File: src/rtl/lsu_mem_if.sv
// Data-memory bus seen by the load/store unit: request/grant handshake
// on the way out, read-valid/read-data on the way back.
interface lsu_mem_if;
    logic        o_mem_req;
    logic        o_mem_we;
    logic [31:0] o_mem_addr;
    logic [3:0]  o_mem_be;
    logic [31:0] o_mem_wdata;
    logic        i_mem_gnt;
    logic        i_mem_rvalid;
    logic [31:0] i_mem_rdata;

    // The load/store unit drives requests and consumes grants/responses
    modport master (
        output o_mem_req,
        output o_mem_we,
        output o_mem_addr,
        output o_mem_be,
        output o_mem_wdata,
        input  i_mem_gnt,
        input  i_mem_rvalid,
        input  i_mem_rdata
    );

    // The memory accepts requests and returns grants/responses
    modport slave (
        input  o_mem_req,
        input  o_mem_we,
        input  o_mem_addr,
        input  o_mem_be,
        input  o_mem_wdata,
        output i_mem_gnt,
        output i_mem_rvalid,
        output i_mem_rdata
    );
endinterface

File: src/rtl/lsu_mem.sv
// MEM-stage load/store unit. Decodes the instruction in MEM, issues one
// word or byte access over the request/grant/response bus, stalls the
// pipeline while the access is outstanding, and hands aligned,
// zero-extended load data to writeback.
module lsu_mem (
    input  logic        clk,
    input  logic        rst,
    input  logic        i_valid,
    input  logic [15:0] i_ir_mem,
    input  logic [31:0] i_addr,
    input  logic [31:0] i_wdata,
    lsu_mem_if.master   mem,
    output logic        o_stall,
    output logic [31:0] o_rdata_wb,
    output logic        o_misalign
);

    typedef enum logic [1:0] {
        S_IDLE = 2'd0,
        S_REQ  = 2'd1,
        S_WAIT = 2'd2,
        S_DONE = 2'd3
    } state_t;

    state_t      state_q, state_d;

    logic        req_q, req_d;
    logic        we_q, we_d;
    logic [31:0] addr_q, addr_d;
    logic [3:0]  be_q, be_d;
    logic [31:0] wdata_q, wdata_d;
    logic        isLoad_q, isLoad_d;
    logic        byteLoad_q, byteLoad_d;
    logic [1:0]  byteSel_q, byteSel_d;
    logic [31:0] rdata_q, rdata_d;

    logic        memOp;
    logic        isLoad;
    logic        isByte;
    logic        checkAlign;
    logic        misaligned;
    logic        stallRaw;
    logic        misalignRaw;
    logic [7:0]  selByte;
    logic [31:0] loadData;
    logic [4:0]  opcode;
    logic        unusedIr;

    assign opcode   = i_ir_mem[15:11];
    assign unusedIr = ^i_ir_mem[10:0];

    // Classify the instruction in MEM; literal loads skip the alignment check
    always_comb begin
        memOp      = 1'b0;
        isLoad     = 1'b0;
        isByte     = 1'b0;
        checkAlign = 1'b0;
        if (i_valid) begin
            case (opcode)
                5'b01100: begin memOp = 1'b1; checkAlign = 1'b1; end
                5'b01101: begin memOp = 1'b1; checkAlign = 1'b1; isLoad = 1'b1; end
                5'b01110: begin memOp = 1'b1; isByte = 1'b1; end
                5'b01111: begin memOp = 1'b1; isByte = 1'b1; isLoad = 1'b1; end
                5'b01001: begin memOp = 1'b1; isLoad = 1'b1; end
                default:  begin memOp = 1'b0; end
            endcase
        end
    end

    assign misaligned = memOp && checkAlign && (i_addr[1:0] != 2'b00);

    // Pick the addressed byte lane of the returning read data
    always_comb begin
        case (byteSel_q)
            2'd0:    selByte = mem.i_mem_rdata[7:0];
            2'd1:    selByte = mem.i_mem_rdata[15:8];
            2'd2:    selByte = mem.i_mem_rdata[23:16];
            default: selByte = mem.i_mem_rdata[31:24];
        endcase
        loadData = byteLoad_q ? {24'h0, selByte} : mem.i_mem_rdata;
    end

    // Next-state, bus register updates and stall/misalign generation
    always_comb begin
        state_d     = state_q;
        req_d       = req_q;
        we_d        = we_q;
        addr_d      = addr_q;
        be_d        = be_q;
        wdata_d     = wdata_q;
        isLoad_d    = isLoad_q;
        byteLoad_d  = byteLoad_q;
        byteSel_d   = byteSel_q;
        rdata_d     = rdata_q;
        stallRaw    = 1'b0;
        misalignRaw = 1'b0;
        case (state_q)
            S_IDLE: begin
                if (memOp) begin
                    if (misaligned) begin
                        misalignRaw = 1'b1;
                    end else begin
                        stallRaw   = 1'b1;
                        req_d      = 1'b1;
                        we_d       = !isLoad;
                        addr_d     = {i_addr[31:2], 2'b00};
                        be_d       = isByte ? (4'b0001 << i_addr[1:0]) : 4'b1111;
                        wdata_d    = isByte ? {4{i_wdata[7:0]}} : i_wdata;
                        isLoad_d   = isLoad;
                        byteLoad_d = isByte && isLoad;
                        byteSel_d  = i_addr[1:0];
                        state_d    = S_REQ;
                    end
                end
            end
            S_REQ: begin
                stallRaw = 1'b1;
                if (mem.i_mem_gnt) begin
                    req_d   = 1'b0;
                    state_d = isLoad_q ? S_WAIT : S_DONE;
                end
            end
            S_WAIT: begin
                stallRaw = 1'b1;
                if (mem.i_mem_rvalid) begin
                    rdata_d = loadData;
                    state_d = S_DONE;
                end
            end
            default: begin
                state_d = S_IDLE;
            end
        endcase
    end

    // State register; reset drops any access in flight
    always_ff @(posedge clk or negedge rst) begin
        if (!rst) begin
            state_q <= S_IDLE;
        end else begin
            state_q <= state_d;
        end
    end

    // Bus-side and writeback registers
    always_ff @(posedge clk or negedge rst) begin
        if (!rst) begin
            req_q      <= 1'b0;
            we_q       <= 1'b0;
            addr_q     <= 32'h0;
            be_q       <= 4'h0;
            wdata_q    <= 32'h0;
            isLoad_q   <= 1'b0;
            byteLoad_q <= 1'b0;
            byteSel_q  <= 2'b00;
            rdata_q    <= 32'h0;
        end else begin
            req_q      <= req_d;
            we_q       <= we_d;
            addr_q     <= addr_d;
            be_q       <= be_d;
            wdata_q    <= wdata_d;
            isLoad_q   <= isLoad_d;
            byteLoad_q <= byteLoad_d;
            byteSel_q  <= byteSel_d;
            rdata_q    <= rdata_d;
        end
    end

    // Combinational outputs are forced low while reset is held
    assign o_stall         = stallRaw && rst;
    assign o_misalign      = misalignRaw && rst;
    assign o_rdata_wb      = rdata_q;
    assign mem.o_mem_req   = req_q;
    assign mem.o_mem_we    = we_q;
    assign mem.o_mem_addr  = addr_q;
    assign mem.o_mem_be    = be_q;
    assign mem.o_mem_wdata = wdata_q;

endmodule
File: src/flat_wrapper.sv
// flat-port wrapper written by rule: the top's interface ports become plain ports
module lsu_mem_flat 
  (clk, rst, i_valid, i_ir_mem, i_addr, i_wdata, o_stall, o_rdata_wb, o_misalign, mem_o_mem_req, mem_o_mem_we, mem_o_mem_addr, mem_o_mem_be, mem_o_mem_wdata, mem_i_mem_gnt, mem_i_mem_rvalid, mem_i_mem_rdata);
  lsu_mem_if mem_i ();
  input  logic clk;
  input  logic rst;
  input  logic i_valid;
  input  logic [15:0] i_ir_mem;
  input  logic [31:0] i_addr;
  input  logic [31:0] i_wdata;
  output logic o_stall;
  output logic [31:0] o_rdata_wb;
  output logic o_misalign;
  output wire logic [$bits(mem_i.o_mem_req)-1:0] mem_o_mem_req;
  output wire logic [$bits(mem_i.o_mem_we)-1:0] mem_o_mem_we;
  output wire logic [$bits(mem_i.o_mem_addr)-1:0] mem_o_mem_addr;
  output wire logic [$bits(mem_i.o_mem_be)-1:0] mem_o_mem_be;
  output wire logic [$bits(mem_i.o_mem_wdata)-1:0] mem_o_mem_wdata;
  input wire logic [$bits(mem_i.i_mem_gnt)-1:0] mem_i_mem_gnt;
  input wire logic [$bits(mem_i.i_mem_rvalid)-1:0] mem_i_mem_rvalid;
  input wire logic [$bits(mem_i.i_mem_rdata)-1:0] mem_i_mem_rdata;
  assign mem_o_mem_req = mem_i.o_mem_req;
  assign mem_o_mem_we = mem_i.o_mem_we;
  assign mem_o_mem_addr = mem_i.o_mem_addr;
  assign mem_o_mem_be = mem_i.o_mem_be;
  assign mem_o_mem_wdata = mem_i.o_mem_wdata;
  assign mem_i.i_mem_gnt = mem_i_mem_gnt;
  assign mem_i.i_mem_rvalid = mem_i_mem_rvalid;
  assign mem_i.i_mem_rdata = mem_i_mem_rdata;
  lsu_mem u_core (.clk(clk), .rst(rst), .i_valid(i_valid), .i_ir_mem(i_ir_mem), .i_addr(i_addr), .i_wdata(i_wdata), .mem(mem_i), .o_stall(o_stall), .o_rdata_wb(o_rdata_wb), .o_misalign(o_misalign));
endmodule
File: config.mk
export PLATFORM = sky130hd
export DESIGN_NAME = lsu_mem_flat
export DESIGN_NICKNAME = d
export VERILOG_FILES = /design/src/rtl/lsu_mem_if.sv /design/src/rtl/lsu_mem.sv /design/src/flat_wrapper.sv
export SDC_FILE = /design/constraint.sdc
export NUM_CORES = 1
export LEC_CHECK = 0
export ABC_AREA = 1
export BUFFER_PORTS_ARGS = -buffer_cell sky130_fd_sc_hd__buf_2
export CAP_MARGIN = 20
export CORE_UTILIZATION = 30
export CTS_BUF_LIST = sky130_fd_sc_hd__clkbuf_4 sky130_fd_sc_hd__clkbuf_8
export DETAILED_ROUTE_END_ITERATION = 6
export PLACE_DENSITY = 0.61
export SYNTH_ARGS = -nofsm -noshare
export SYNTH_HDL_FRONTEND = slang
export SYNTH_SLANG_ARGS = --single-unit
File: constraint.sdc
create_clock -name clk -period 3.4 [get_ports clk]
set_clock_uncertainty 0.05 [all_clocks]
set_input_delay 0.17 -clock clk [delete_from_list [all_inputs] [get_ports clk]]
set_output_delay 0.17 -clock clk [all_outputs]
set_load 0.05 [all_outputs]
# --- After elaboration in Yosys (flattened, before gate mapping) ---
# Cells that the tools add are included.
totals:
  elab_cells: 72
  register_bits: 106
  out_inout_bits: 104
classes:
  bitwise_logic: 1
  n_mux: 28
  eq_ne: 13
  n_reduce_logical: 19
  n_shift: 1
ops:
  columns: ["op", "n"]
  rows:
  - ["32-bit 2-to-1 mux", 2]
  - ["5-bit by 4-bit == test with 1-bit output (second input constant)", 5]
  - ["8-bit case mux with 3 select lines", 1]
  - ["1-bit 2-to-1 mux", 17]
  - ["2-bit 2-to-1 mux", 4]
  - ["4-bit AND reduction", 2]
  - ["2-bit inequality test (second input constant)", 3]
  - ["2-bit case mux with 3 select lines", 1]
  - ["2-bit OR reduction", 3]
  - ["1-bit logical AND", 5]
  - ["5-bit OR reduction", 1]
  - ["2-bit by 1-bit == test with 1-bit output (second input constant)", 2]
  - ["2-bit == test (second input constant)", 2]
  - ["2-bit zero test", 2]
  - ["4-bit 2-to-1 mux", 1]
  - ["1-bit case mux with 2 select lines", 2]
  - ["2-bit nonzero test", 2]
  - ["1-bit by 2-bit << shifter with 4-bit output (first input constant)", 1]
  - ["3-bit AND reduction", 1]
  - ["3-bit OR reduction", 1]
  - ["2-bit by 1-bit inequality test with 1-bit output (second input constant)", 1]
  - ["2-bit AND reduction", 1]
  - ["1-bit zero test", 1]
  - ["1-bit NOT", 1]

# --- Depth between registers and ports, before layout ---
# Gate-level depths: netlist of the first run.
depth:
  ltp_word: 10
  ltp_mapped: 10
  mapped_depth_nobuf: 9

# --- Worst setup path before layout of the first run ---
# Ideal clock, no wire load.
synth_timing:
  path_type: "flip-flop to output port"
  from: "register u_core.state_q[0]"
  to: "output o_misalign"
  t_arrival_ns: 1.611
  path_slack_ns: 1.569
  stages_incl_launch_ff: 5
  required_time_ns: 3.180
  path_cell_list: "dfrtp_1 > inv_1 > ha_1 > nand3_1 > nor2_1"
synth_between:
  elab_chain_cells: 3
synth_rtl:
  columns: ["element", "line_no", "text"]
  rows:
  - ["start: declaration", "lsu_mem.sv:25", "state_t state_q, state_d;"]
  - ["start signal: assignment", "lsu_mem.sv:141", "state_q <= state_d;"]
  - ["2-bit zero test", "lsu_mem.sv:97", "case (state_q)"]
  - ["1-bit 2-to-1 mux", "lsu_mem.sv:97", null]
  - ["1-bit logical AND", "lsu_mem.sv:172", "assign o_misalign = misalignRaw && rst;"]
  - ["end: declaration", "flat_wrapper.sv:13", "output logic o_misalign;"]
# Every way passes these cells.

# --- Final worst setup path of the first run ---
layout_timing:
  from: "register u_core.state_q[0]"
  to: "register u_core.be_q[0] (netlist: u_core.mem.o_mem_be[0])"
layout_between:
  elab_chain_cells: 2
layout_rtl:
  columns: ["element", "line_no", "text"]
  rows:
  - ["2-bit zero test", "lsu_mem.sv:97", null]
  - ["3-bit AND reduction (no source line)", null, null]
  - ["end signal: assignment", "lsu_mem.sv:151", "be_q <= 4'h0;"]
  - ["end signal: assignment", "lsu_mem.sv:161", "be_q <= be_d;"]
  - ["end: declaration", "lsu_mem.sv:30", "logic [3:0] be_q, be_d;"]
# Every way passes these cells.
# A chain may end at the register's enable or synchronous reset.

==> impl_summary.md, run 1 <==
Status
The run finished with clean final reports.

Placement
The count of buffers from port buffering is 207. The congestion estimate from routability-driven global placement came to 0.813. The post-detailed-placement half-perimeter wirelength is 9860 um. The number of placed instances, taps included is 998.

Logic synthesis
The multiplexer share of the synthesized area is 0%. After Yosys synthesis, XOR and XNOR cells account for 0% of the synthesized area. The post-synthesis async set-or-reset flop share is 100%.

The count of flip-flops with a built-in enable after synthesis is 0. Synthesis handed over a netlist of 602 instances. Of the total synthesized cell area, the portion taken by AND, OR, NAND and NOR gates is 30.3%. The average footprint of a synthesized cell is 7.95 um^2.

The synthesized netlist devotes 7.71% of its cell area to compound gates. After Yosys synthesis, full adders, half adders and majority gates account for 1.05% of the synthesized area. The synthesized netlist contains 26 unique library cells. The cell area that synthesis handed to floorplanning was 0.00479 mm^2.

The count of synthesis-stage warnings from yosys is 0. In this run, synthesis produced a sequential element count of 106. After synthesis, the largest family of logic cells by area is simple AND/OR/NAND/NOR gates. The sequential-to-total area share from yosys stat is 55.4%. For this run, the leading register cell type out of synthesis is dfrtp_1.

Layout
The most common cell after layout, fill and taps aside is nand2_1. From synthesis to final layout, the design area changed by 44.6%. At the end of the flow, the number of nets in the layout was 992. Measured on the finished design, the core utilization comes to 45.0%. The final instance count without filler cells is 1,087. The repair_antennas step left the layout with diodes totalling 0.

In the layout the commonest cells are nand2_1 (340), buf_2 (206), dfrtp_1 (106), dlygate4sd3_1 (73), o21ai_0 (35). Of the cells placed in the final design, the portion with a size suffix greater than 1 is 27.1%.

Setup path
The slowest stage of the critical path belongs to the cell buf_4. The worst reg2reg path depth is 7. In this run the worst path has a maximum fanout of 62.

On the worst path, the slowest cell contributes a delay of 0.58 ns. In this run the critical register-to-register path is launched from u_core.state_q[0]. The data arrival time of the worst path is 2.44 ns. The kind of start point of the critical path is a flip-flop. The critical path goes through inv_1, ha_1, nand2_2, nor2_4, buf_4, o21ai_1, nand2_1.

The kind of end point of the critical path is a flip-flop. The critical path is of the flip-flop to flip-flop type. The data required time of the critical path is 3.67 ns. The worst register-to-register path has a setup slack of 1.22 ns. The launching element of the worst setup path is u_core.state_q[0].

Timing
The slew at the pin closest to its max-slew limit is 0.794 ns. Measured against its own limit, the worst slew margin works out to 47.1%. Setup violations remaining at the end of the flow were counted as 0. The top achievable clock speed is 460 MHz. The hold slack is 0.0300 ns.

Setup repair after global routing left no endpoint under its margin. The number of hold violations in the final report is 0. The number of pins with negative max-slew slack in the final report is 0. The final cycle utilization of the critical path is 64.0%. The shortest period the worst path allows is 2.18 ns. In the final timing run, aggregate negative setup slack is 0 ns.

Die
The region available for standard cell placement spans 0.0154 mm^2. The number of primary I/O pins is 221. The initial standard-cell utilization of the core is 31.2%. The floorplan has 45 rows. The horizontal die dimension is 128 um. The die height is 128 um. The die outline area is 0.0165 mm^2.

Clock tree
The clock root buffer master is clkbuf_8. The TritonCTS clock tree is built. The clock passes through at most 2 buffers. Clock-pin slew was measured on the worst setup and hold paths at 0.10 ns.

The number of cells upsized or downsized after cts is 0. The clock sink count is 106. In this run, CTS created clock tree buffers numbering 9.

The clock tree synthesis step divided the H-tree into 3 levels. The clock latency reported for the late side of the worst-skew pair is 0.38 ns.

Pwr
The switching share of total power is 54.0%. The power per unit of standard cell area is 974 mW/mm^2. Summed over all nets, the switching power comes to 3.64 mW.

In this run, flip-flops and latches consume 32.0% of the power. The clock network fraction of total power is 13.7%. The cell-internal power is 3.10 mW.

For this design the static power due to leakage is 3.92 nW. The peak supply drop is 532 uV. The combinational share of power is 54.3%. The power consumption is 6.74 mW.

Worst hold path
The path type of the worst min-delay path is input pin to flip-flop. Along the worst hold path, the cell count comes to 3. The worst hold path begins at mem_i_mem_rdata[9].

GRT
For this run, global-route usage on met2 was measured as 32.5%. For this run, global-route usage on met3 was measured as 5.36%. The all-layer global routing usage is 18.4%.

Global routing used 21.2% of the available met1 tracks. The first global-routing pass estimated 23,400 um of wire. The via count of the first global-routing pass is 4,725.

The initial antenna violation count is 0. The largest net degree at the start of global routing is 74. The global routing's busiest layer is met2. Global routing finished with a remaining overflow of 0.

Detailed routing
For this run, the detailed router's first-pass iteration total came to 4. The final route contains 4,761 vias. After detailed routing, the total wire length is 14,700 um. In this run, the number of DRC markers left after iteration 0 of detailed routing was 140. The via-per-instance ratio is 4.38. The routed wire length per instance is 13.5 um.

The detailed-route DRC error count is 0. The post-route antenna net violation count is 0.

Flow run
Across the run, the number of max-cap violations was 0.
## metrics by stage
stage	instance area (um^2)	setup slack (ns)
3_3_place_gp	5960	1.27
6_report	6920	1.22
4_1_cts	6920	1.18
2_1_floorplan	4790	1.57
5_1_grt	6920	1.04
3_5_place_dp	5960	1.21
## layout make-up
| cell class | count | area, um^2 |
|---|---|---|
| flip-flops and latches | 106 | 2650 |
| inverters | 20 | 75.1 |
| repair buffers | 287 | 1820 |
| clock buffers | 10 | 138 |
| well taps | 211 | 264 |
| clock inverters | 6 | 95.1 |
| fillers | 1555 | 8450 |
| multi-input cells | 447 | 1880 |
## Yosys cell counts, types with 2 or more instances
cell / instances / area, um^2
a21oi_1: 19 / 95.1
nand2_2: 2 / 12.5
nor2_2: 2 / 12.5
dfrtp_1: 106 / 2650
nand3_1: 9 / 45.0
buf_4: 3 / 22.5
nand4_1: 2 / 12.5
buf_1: 4 / 15.0
nand2_1: 340 / 1280
o21ai_0: 35 / 175
buf_6: 7 / 78.8
o21ai_1: 5 / 25.0
ha_1: 4 / 50.1
clkbuf_1: 7 / 26.3
nor2_1: 14 / 52.6
inv_1: 19 / 71.3
o211ai_1: 7 / 52.6
buf_2: 9 / 45.0
## layer usage
metal	vias up	wire length, um
li1	2411	-
met1	2156	6370
met2	181	6980
met3	13	1080
met4	0	235
met5	-	0
## critical path: cells and delay by family, from the launching register on
kind / cells / cell delay [ns]
compound gates: 1 / 0.17
buf+inv: 2 / 0.67
simple gates: 3 / 0.42
flops: 1 / 0.42
fa+ha+maj: 1 / 0.32
## path summary, 6_finish.rpt
check / to
max in group asynchronous: u_core.mem.o_mem_addr[5]
worst min-delay path: u_core.o_rdata_wb[9]
worst max-delay path: u_core.mem.o_mem_be[0]
worst min register to register: u_core.mem.o_mem_addr[6]
worst max register to register: u_core.mem.o_mem_be[0]
min in group asynchronous: u_core.o_rdata_wb[11]
## cell families (layout without fill, tap and decap cells)
family,count (synthesis),after routing
buf+inv,50,323
other cells,1,2
flops,106,106
compound gates,69,69
simple gates,372,372
fa+ha+maj,4,4
## flip-flops by register name, summed over array words and instances (netlist names)
| name | count |
|---|---|
| u_core.byteLoad_q | 1 |
| u_core.state_q | 2 |
| u_core.isLoad_q | 1 |
| u_core.o_rdata_wb | 32 |
| u_core.byteSel_q | 2 |
| u_core.mem.o_mem_be | 4 |
| u_core.mem.o_mem_addr | 30 |
| u_core.mem.o_mem_wdata | 32 |
| u_core.mem.o_mem_req | 1 |
| u_core.mem.o_mem_we | 1 |
## timing repair
item | in CTS | in global routing
buffers inserted | 0 | 0
hold endpoints to repair | 88 | 0
setup endpoints to repair | 0 | 0
hold buffers | 73 | 0
## power groups by stage
stage          combinational [mW]  sequential (mW)  clock (mW)
2_1_floorplan               0.820             4.05           0
3_3_place_gp                 3.60             2.16           0
3_5_place_dp                 3.63             2.16           0
4_1_cts                      3.69             2.15       0.960
5_1_grt                      3.92             2.23        1.01
6_report                     3.66             2.16       0.922
Note: power is estimated with default switching activity, not from simulation.
==> run 2: changes to the inputs <==
--- a/config.mk
+++ b/config.mk
@@ -11,7 +11,7 @@
 export CORE_UTILIZATION = 30
 export CTS_BUF_LIST = sky130_fd_sc_hd__clkbuf_4 sky130_fd_sc_hd__clkbuf_8
 export DETAILED_ROUTE_END_ITERATION = 6
-export PLACE_DENSITY = 0.61
+export PLACE_DENSITY = 0.64
 export SYNTH_ARGS = -nofsm -noshare
 export SYNTH_HDL_FRONTEND = slang
 export SYNTH_SLANG_ARGS = --single-unit
==> constraint.sdc (replaced) <==
create_clock -name clk -period 1.8 [get_ports clk]
set_clock_uncertainty 0.05 [all_clocks]
set_input_delay 0.09 -clock clk [delete_from_list [all_inputs] [get_ports clk]]
set_output_delay 0.09 -clock clk [all_outputs]
set_load 0.05 [all_outputs]
==> run 2 against run 1 <==
  * Die area is the same
  * Worst setup slack lost 1.1 ns
  * Utilization grew 2.6 points
  * Critical path depth shrank 1
  * Non-clock buffer count grew 32
  * Register-to-register slack lost 1.1 ns
  * Flip-flop and latch count is the same
  * Sequential power grew 89%
  * Sequential share of layout area shrank 2.1 points
  * Wire length grew 5.1%
  * Count of clock-buffer cells in the layout is the same
  * Critical endpoint is now o_stall
  * Highest routed layer unchanged
==> impl_summary.md, run 2 (synthesis results as in run 1) <==
Setup path
The endpoint of the worst register-to-register path is u_core.o_rdata_wb[4]. The critical setup path kind is flip-flop to output pin. The flop-to-flop setup slack is 0.15 ns. In this run the critical register-to-register path is launched from u_core.state_q[1]. The number of cells on the worst reg-to-reg path is 7. For the worst setup path, the data required time is 1.66 ns. STA classifies the critical path startpoint as a flip-flop. The kind of end point of the critical path is an output pin. The data arrival time of the worst path is 1.56 ns. In this run the worst path has a maximum fanout of 5.

Clock tree
The clock root buffer master is clkbuf_8. CTS built an H-tree with a depth of 3. The clock latency reported for the late side of the worst-skew pair is 0.38 ns. Clock tree synthesis found a total of 106 sinks. TritonCTS built the clock tree. The maximum count of clock buffers along a single path is 2. The post-CTS clock slew at the launch and capture registers of the worst setup and hold paths is 0.11 ns.

In this run, CTS created clock tree buffers numbering 9.

GRT
The initial antenna violation count came to 0. The via count of the first global-routing pass is 5,042. The largest net degree at the start of global routing is 107. The first global-routing pass estimated 24,600 um of wire. The total overflow left after global routing is 0. For this run, the total global-route usage over all layers was measured as 19.2%.

Die
The number of primary I/O pins is 221. The total area inside the core boundary comes to 0.0154 mm^2. The number of rows created at floorplan is 45. The die height is 128 um. The die outline area is 0.0165 mm^2. The horizontal die dimension is 128 um. For this configuration, the core starts out at a cell density of 31.2%.

Layout
The filler cell count is 1,488. The number of nets in the layout is 1,024. The share of post-route cells with drive strength above 1 is 27.5%. The library cells used most frequently in the layout, excluding fill and tap cells, are nand2_1 (340), buf_2 (204), dfrtp_1 (106), dlygate4sd3_1 (97), o21ai_0 (35). The area overhead of the layout relative to synthesis is 52.9%. The share of the core filled with cells in the final layout is 47.6%. Leaving out fill and tap cells, the most frequent cell in the layout is nand2_1. The total inserted antenna cells is 0.

The finished cells cover 0.00732 mm^2.

Placement
The count of buffers from port buffering is 207. Summed over all nets, the half-perimeter wirelength after detailed placement is 9970 um. Once placement finished, the instance area stood at 0.00605 mm^2. The congestion estimate from routability-driven global placement came to 0.838. The worst setup timing slack at the placement stage is 0.169 ns.

Detailed routing
For this run, the detailed router's first-pass iteration total came to 6. In this run, the number of DRC markers left after iteration 0 of detailed routing was 197. The routed wire length per instance is 13.8 um. The via count is 4,943. The via-per-instance ratio is 4.42. In the routed design, unresolved DRC markers number 0.

The routed design has 15,400 um of wire. The post-route antenna net violation count is 0.

Worst hold path
Along the worst hold path, the cell count comes to 3. The path with the worst hold slack has its endpoint at u_core.mem.o_mem_be[1]. The startpoint identified for the worst hold timing path is i_addr[0]. In this run the worst hold path is classified as input pin to flip-flop.

Flow run
The tool flagged a number of max-cap violations equal to 0.

Pwr
In this run the power spent charging and discharging nets is 6.96 mW. The switching share of total power is 53.6%. The combinational share of power is 55.2%. The cell-internal power is 6.03 mW. The analysis attributes to cell leakage a power of 4.08 nW.

The power per unit of standard cell area is 1770 mW/mm^2. Registers are responsible for 31.5% of the overall power. Summing internal, switching and leakage power gives 13.0 mW. The clock network fraction of total power is 13.3%. The worst-case IR drop observed on VDD is 1060 uV.

Timing
The number of pins with negative max-slew slack in the final report is 0. Subtracting the final worst setup slack from the clock period gives 1.70 ns. The final setup violation count is 0. The top achievable clock speed is 587 MHz. Headroom to the max-slew limit came out at 58.7%. Of the available clock period, the critical path in the final layout requires 94.6%. The total negative slack for setup checks is 0 ns. At the pin with the least slew margin, the transition time is 0.615 ns. Setup repair after global routing left no endpoint under its margin. The number of hold violations in the final report was 0. The worst setup slack after layout is 0.0973 ns.

Status
The run finished with clean final reports.
-- run 2: through the flow --
stage               std cells  hold WS (ns)
detailed placement       1002         0.189
global route             1119        0.0471
CTS                      1116        0.0310
floorplan                 603        -0.256
global placement         1002         0.182
finish                   1119        0.0509
-- run 2: how the worst max path moves through the flow --
stage                      end              start  slack [ns]  cells after the start
floorplan           o_misalign  u_core.state_q[0]        0.05                      4
global placement       o_stall  u_core.state_q[0]        0.18                      6
detailed placement     o_stall  u_core.state_q[0]        0.17                      6
CTS                    o_stall  u_core.state_q[0]       0.001                      6
global route           o_stall  u_core.state_q[1]       0.003                      6
finish                 o_stall  u_core.state_q[1]         0.1                      6
-- run 2: worst max-delay path: stages (launching register included) --
cell and delay (ns):
dfrtp_1 0.43, inv_2 0.10, ha_4 0.17, nand2_2 0.07, nor2_4 0.11, o21a_1 0.14, buf_6 0.16
-- run 2: cell type report --
type / instances / area (um^2) / share of cell area, %
tap: 211 / 264 / 3.61
clock buffer: 10 / 138 / 1.88
sequential: 106 / 2650 / 36.2
timing repair buffer: 319 / 2200 / 30.0
multi-input combinational: 447 / 1900 / 25.9
inverter: 20 / 75.1 / 1.03
clock inverter: 6 / 96.3 / 1.32
-- run 2: what timing repair did --
item                                    4_1_cts  5_1_grt
cloned                                        0        0
endpoints found under the hold margin       202        0
pin swaps                                     1        1
hold buffers                                 97        0
setup buffers                                 1        3
gates resized for setup                       6        4
endpoints found under the setup margin        2        2
-- run 2: power by group through the flow --
stage / Combinational [mW] / Sequential, mW / Clock [mW]
floorplan: 1.55 / 7.66 / 0
global placement: 6.82 / 4.08 / 0
detailed placement: 6.91 / 4.08 / 0
CTS: 7.12 / 4.07 / 1.80
global route: 7.64 / 4.23 / 1.89
finish: 7.17 / 4.09 / 1.73
-- run 2: routing by layer --
layer	vias up	track usage [%]	wire length, um
met1	2238	22.5	6410
met4	0	7.68	315
met5	-	0	0
li1	2466	-	-
met3	22	4.91	1210
met2	217	33.7	7480
==> run 3: changes to the inputs <==
--- a/config.mk
+++ b/config.mk
@@ -11,7 +11,7 @@
 export CORE_UTILIZATION = 30
 export CTS_BUF_LIST = sky130_fd_sc_hd__clkbuf_4 sky130_fd_sc_hd__clkbuf_8
 export DETAILED_ROUTE_END_ITERATION = 6
-export PLACE_DENSITY = 0.64
+export PLACE_DENSITY = 0.61
 export SYNTH_ARGS = -nofsm -noshare
 export SYNTH_HDL_FRONTEND = slang
 export SYNTH_SLANG_ARGS = --single-unit
==> constraint.sdc (replaced) <==
create_clock -name clk -period 1.75 [get_ports clk]
set_clock_uncertainty 0.05 [all_clocks]
set_input_delay 0.0875 -clock clk [delete_from_list [all_inputs] [get_ports clk]]
set_output_delay 0.0875 -clock clk [all_outputs]
set_load 0.05 [all_outputs]
==> run 3 against run 2 <==
  * Worst setup slack got worse by 0.038 ns
  * Via count down 0.16%
  * Final area down 0.36%
  * Critical path depth is the same
  * First-iteration DRC count rose by 16%
  * Wire length decreased by 2.6%
  * Largest cell class unchanged
  * Count of clock-buffer cells in the layout up 1
  * Critical endpoint unchanged
  * Global-route usage decreased by 0.53 points
==> impl_summary.md, run 3 (synthesis results as in run 1) <==
Die
The initialized floorplan defines 45 standard-cell rows. In this run the count of I/O pins placed on the die edge is 221. Once the floorplan was initialized, standard cells occupied 31.2% of the core. The horizontal die dimension is 128 um. The die outline area is 0.0165 mm^2.

The die height is 128 um. The area of the core is 0.0154 mm^2.

GRT
The initial antenna violation count is 0. The all-layer global routing usage is 18.7%. The first global-routing pass estimated 23,900 um of wire.

The via count of the first global-routing pass is 4,926. The final global-route overflow total is 0. Entering global routing, the biggest net connects 107 pins.

Detailed routing
For this block, the initial DRC count from the detailed router was 228. The routed wire length per instance is 13.4 um. Before antenna repair, the detailed router went through 4 iterations. The topmost layer with routed signal wires is met4.

The routed length on met1 is 6700 um. In the detailed route, the total length drawn on met3 is 978 um. The detailed-route DRC error count is 0. The via-per-instance ratio is 4.40. The via count is 4,935.

After detailed routing, the met2 layer carries 6860 um of wire. For this block, the routed nets add up to 15,000 um of wire. The count of nets left with antenna violations once routing finished came out at 0.

Timing
At the pin with the least slew margin, the transition time is 0.576 ns. The smallest clock period supported by the final layout is computed as 1.69 ns. The number of hold violations in the final report is 0. Setup repair after global routing could not meet its margin everywhere. The final cycle utilization of the critical path is 96.6%.

Setup violations remaining at the end of the flow were counted as 0. Hold is met by 0.0214 ns. The number of pins with negative max-slew slack in the final report was 0. The remaining max-slew budget at the tightest pin is 61.6%. The top achievable clock speed is 592 MHz.

Layout
The library cell used most frequently in the layout, excluding fill and tap cells, is nand2_1. The share of the core filled with cells in the final layout is 47.4%. The area overhead of the layout relative to synthesis is 52.3%. Fill cells in the final layout number 1,477. Leaving out fill and tap cells, the most frequent cells in the layout are nand2_1 (340), buf_2 (204), dfrtp_1 (106), dlygate4sd3_1 (97), o21ai_0 (35). The number of nets in the layout is 1,028.

Cells with a size suffix above 1 make up 27.8% of the layout. The number of antenna diodes in the final layout is 0. For this run, the number of standard cells in the final layout without fillers is 1,122.

Pwr
Summed over all cells, the static leakage comes to 4.07 nW. For this design the ratio of total power to cell area is 1810 mW/mm^2. After layout, the design draws a total of 13.2 mW. The peak supply drop is 1170 uV.

Setup path
STA classifies the critical path endpoint as an output pin. The startpoint identified for the worst register-to-register timing path is u_core.state_q[0]. At the worst endpoint, the required time is 1.61 ns.

STA classifies the critical path startpoint as a flip-flop. The critical path starts at u_core.state_q[0]. For the worst setup path, the data arrival time is 1.55 ns.

The largest fanout on the critical path is 5. The critical setup path kind is flip-flop to output pin.

Placement
After legalization and detailed placement, the total HPWL measured 9730 um. Routability-driven placement finished with a final weighted congestion of 0.802. The number of placed instances, taps included is 1,006. Buffers placed on the I/O ports in this run total 207.

Clock tree
The clock sink count is 106. The post-CTS clock slew at the launch and capture registers of the worst setup and hold paths is 0.10 ns. Counting the buffers created by CTS gives 9. The clock reaches the later pin of the worst-skew pair after 0.37 ns. The clock passes through at most 2 buffers.

The H-tree depth reported by CTS is 3. The TritonCTS clock tree is built. The clock root buffer master is clkbuf_8.

Status
The flow ran to the end, and the final reports show no timing, DRC or antenna violations.

Worst hold path
The path type of the worst min-delay path is input pin to flip-flop. The worst min-delay path startpoint is i_addr[0].

Flow run
The max-cap check violation count is 0.
## run 3: layout make-up
cell class | instances | area, um^2 | share of cell area [%]
timing repair buffer | 323 | 2200 | 30.2
inverter | 20 | 75.1 | 1.03
multi-input combinational | 447 | 1900 | 26.1
clock buffer | 11 | 145 | 1.99
tap | 211 | 264 | 3.62
sequential | 106 | 2650 | 36.4
clock inverter | 4 | 52.6 | 0.721
## run 3: where the power goes
group	internal (mW)	switching, mW
combinational	1.84	5.65
clock	0.710	0.847
sequential	3.56	0.604
## run 3: timing repair
action	4_1_cts	5_1_grt
pin swaps	1	1
hold buffers	97	0
endpoints found under the setup margin	2	2
resized for setup	8	3
endpoints found under the hold margin	202	0
buffers inserted	3	1
cloned	0	0
## run 3: worst max-delay path: stages (launching register included)
cell and delay (ns):
dfrtp_1 0.40, inv_2 0.09, ha_4 0.19, nand2_4 0.06, nor2_4 0.11, o21a_1 0.16
buf_6 0.16
## run 3: path summary, 6_finish.rpt
check	end	cells past startpoint	slack [ns]
max in group asynchronous	u_core.mem.o_mem_wdata[21]	3	0.89
max reg2reg	u_core.state_q[1]	10	0.15
min reg2reg	u_core.mem.o_mem_addr[2]	2	0.42
min in group asynchronous	u_core.o_rdata_wb[8]	3	0.34
min	u_core.mem.o_mem_be[1]	3	0.02
max	o_stall	6	0.06
## run 3: metrics by stage
stage,TNS (ns),instance area [um^2],worst slack (ns)
final,0,7290,0.0595
after global routing,-0.0208,7290,-0.0208
after CTS,0,7270,0.0177
after detailed placement,0,6060,0.0561
after global placement,0,6060,0.114
after floorplan,0,4790,0.00143
## run 3: per-layer routing
metal,track usage (%),up-vias
met5,0,-
met2,31.1,200
li1,-,2473
met1,23.3,2235
met4,9.34,0
met3,3.53,27
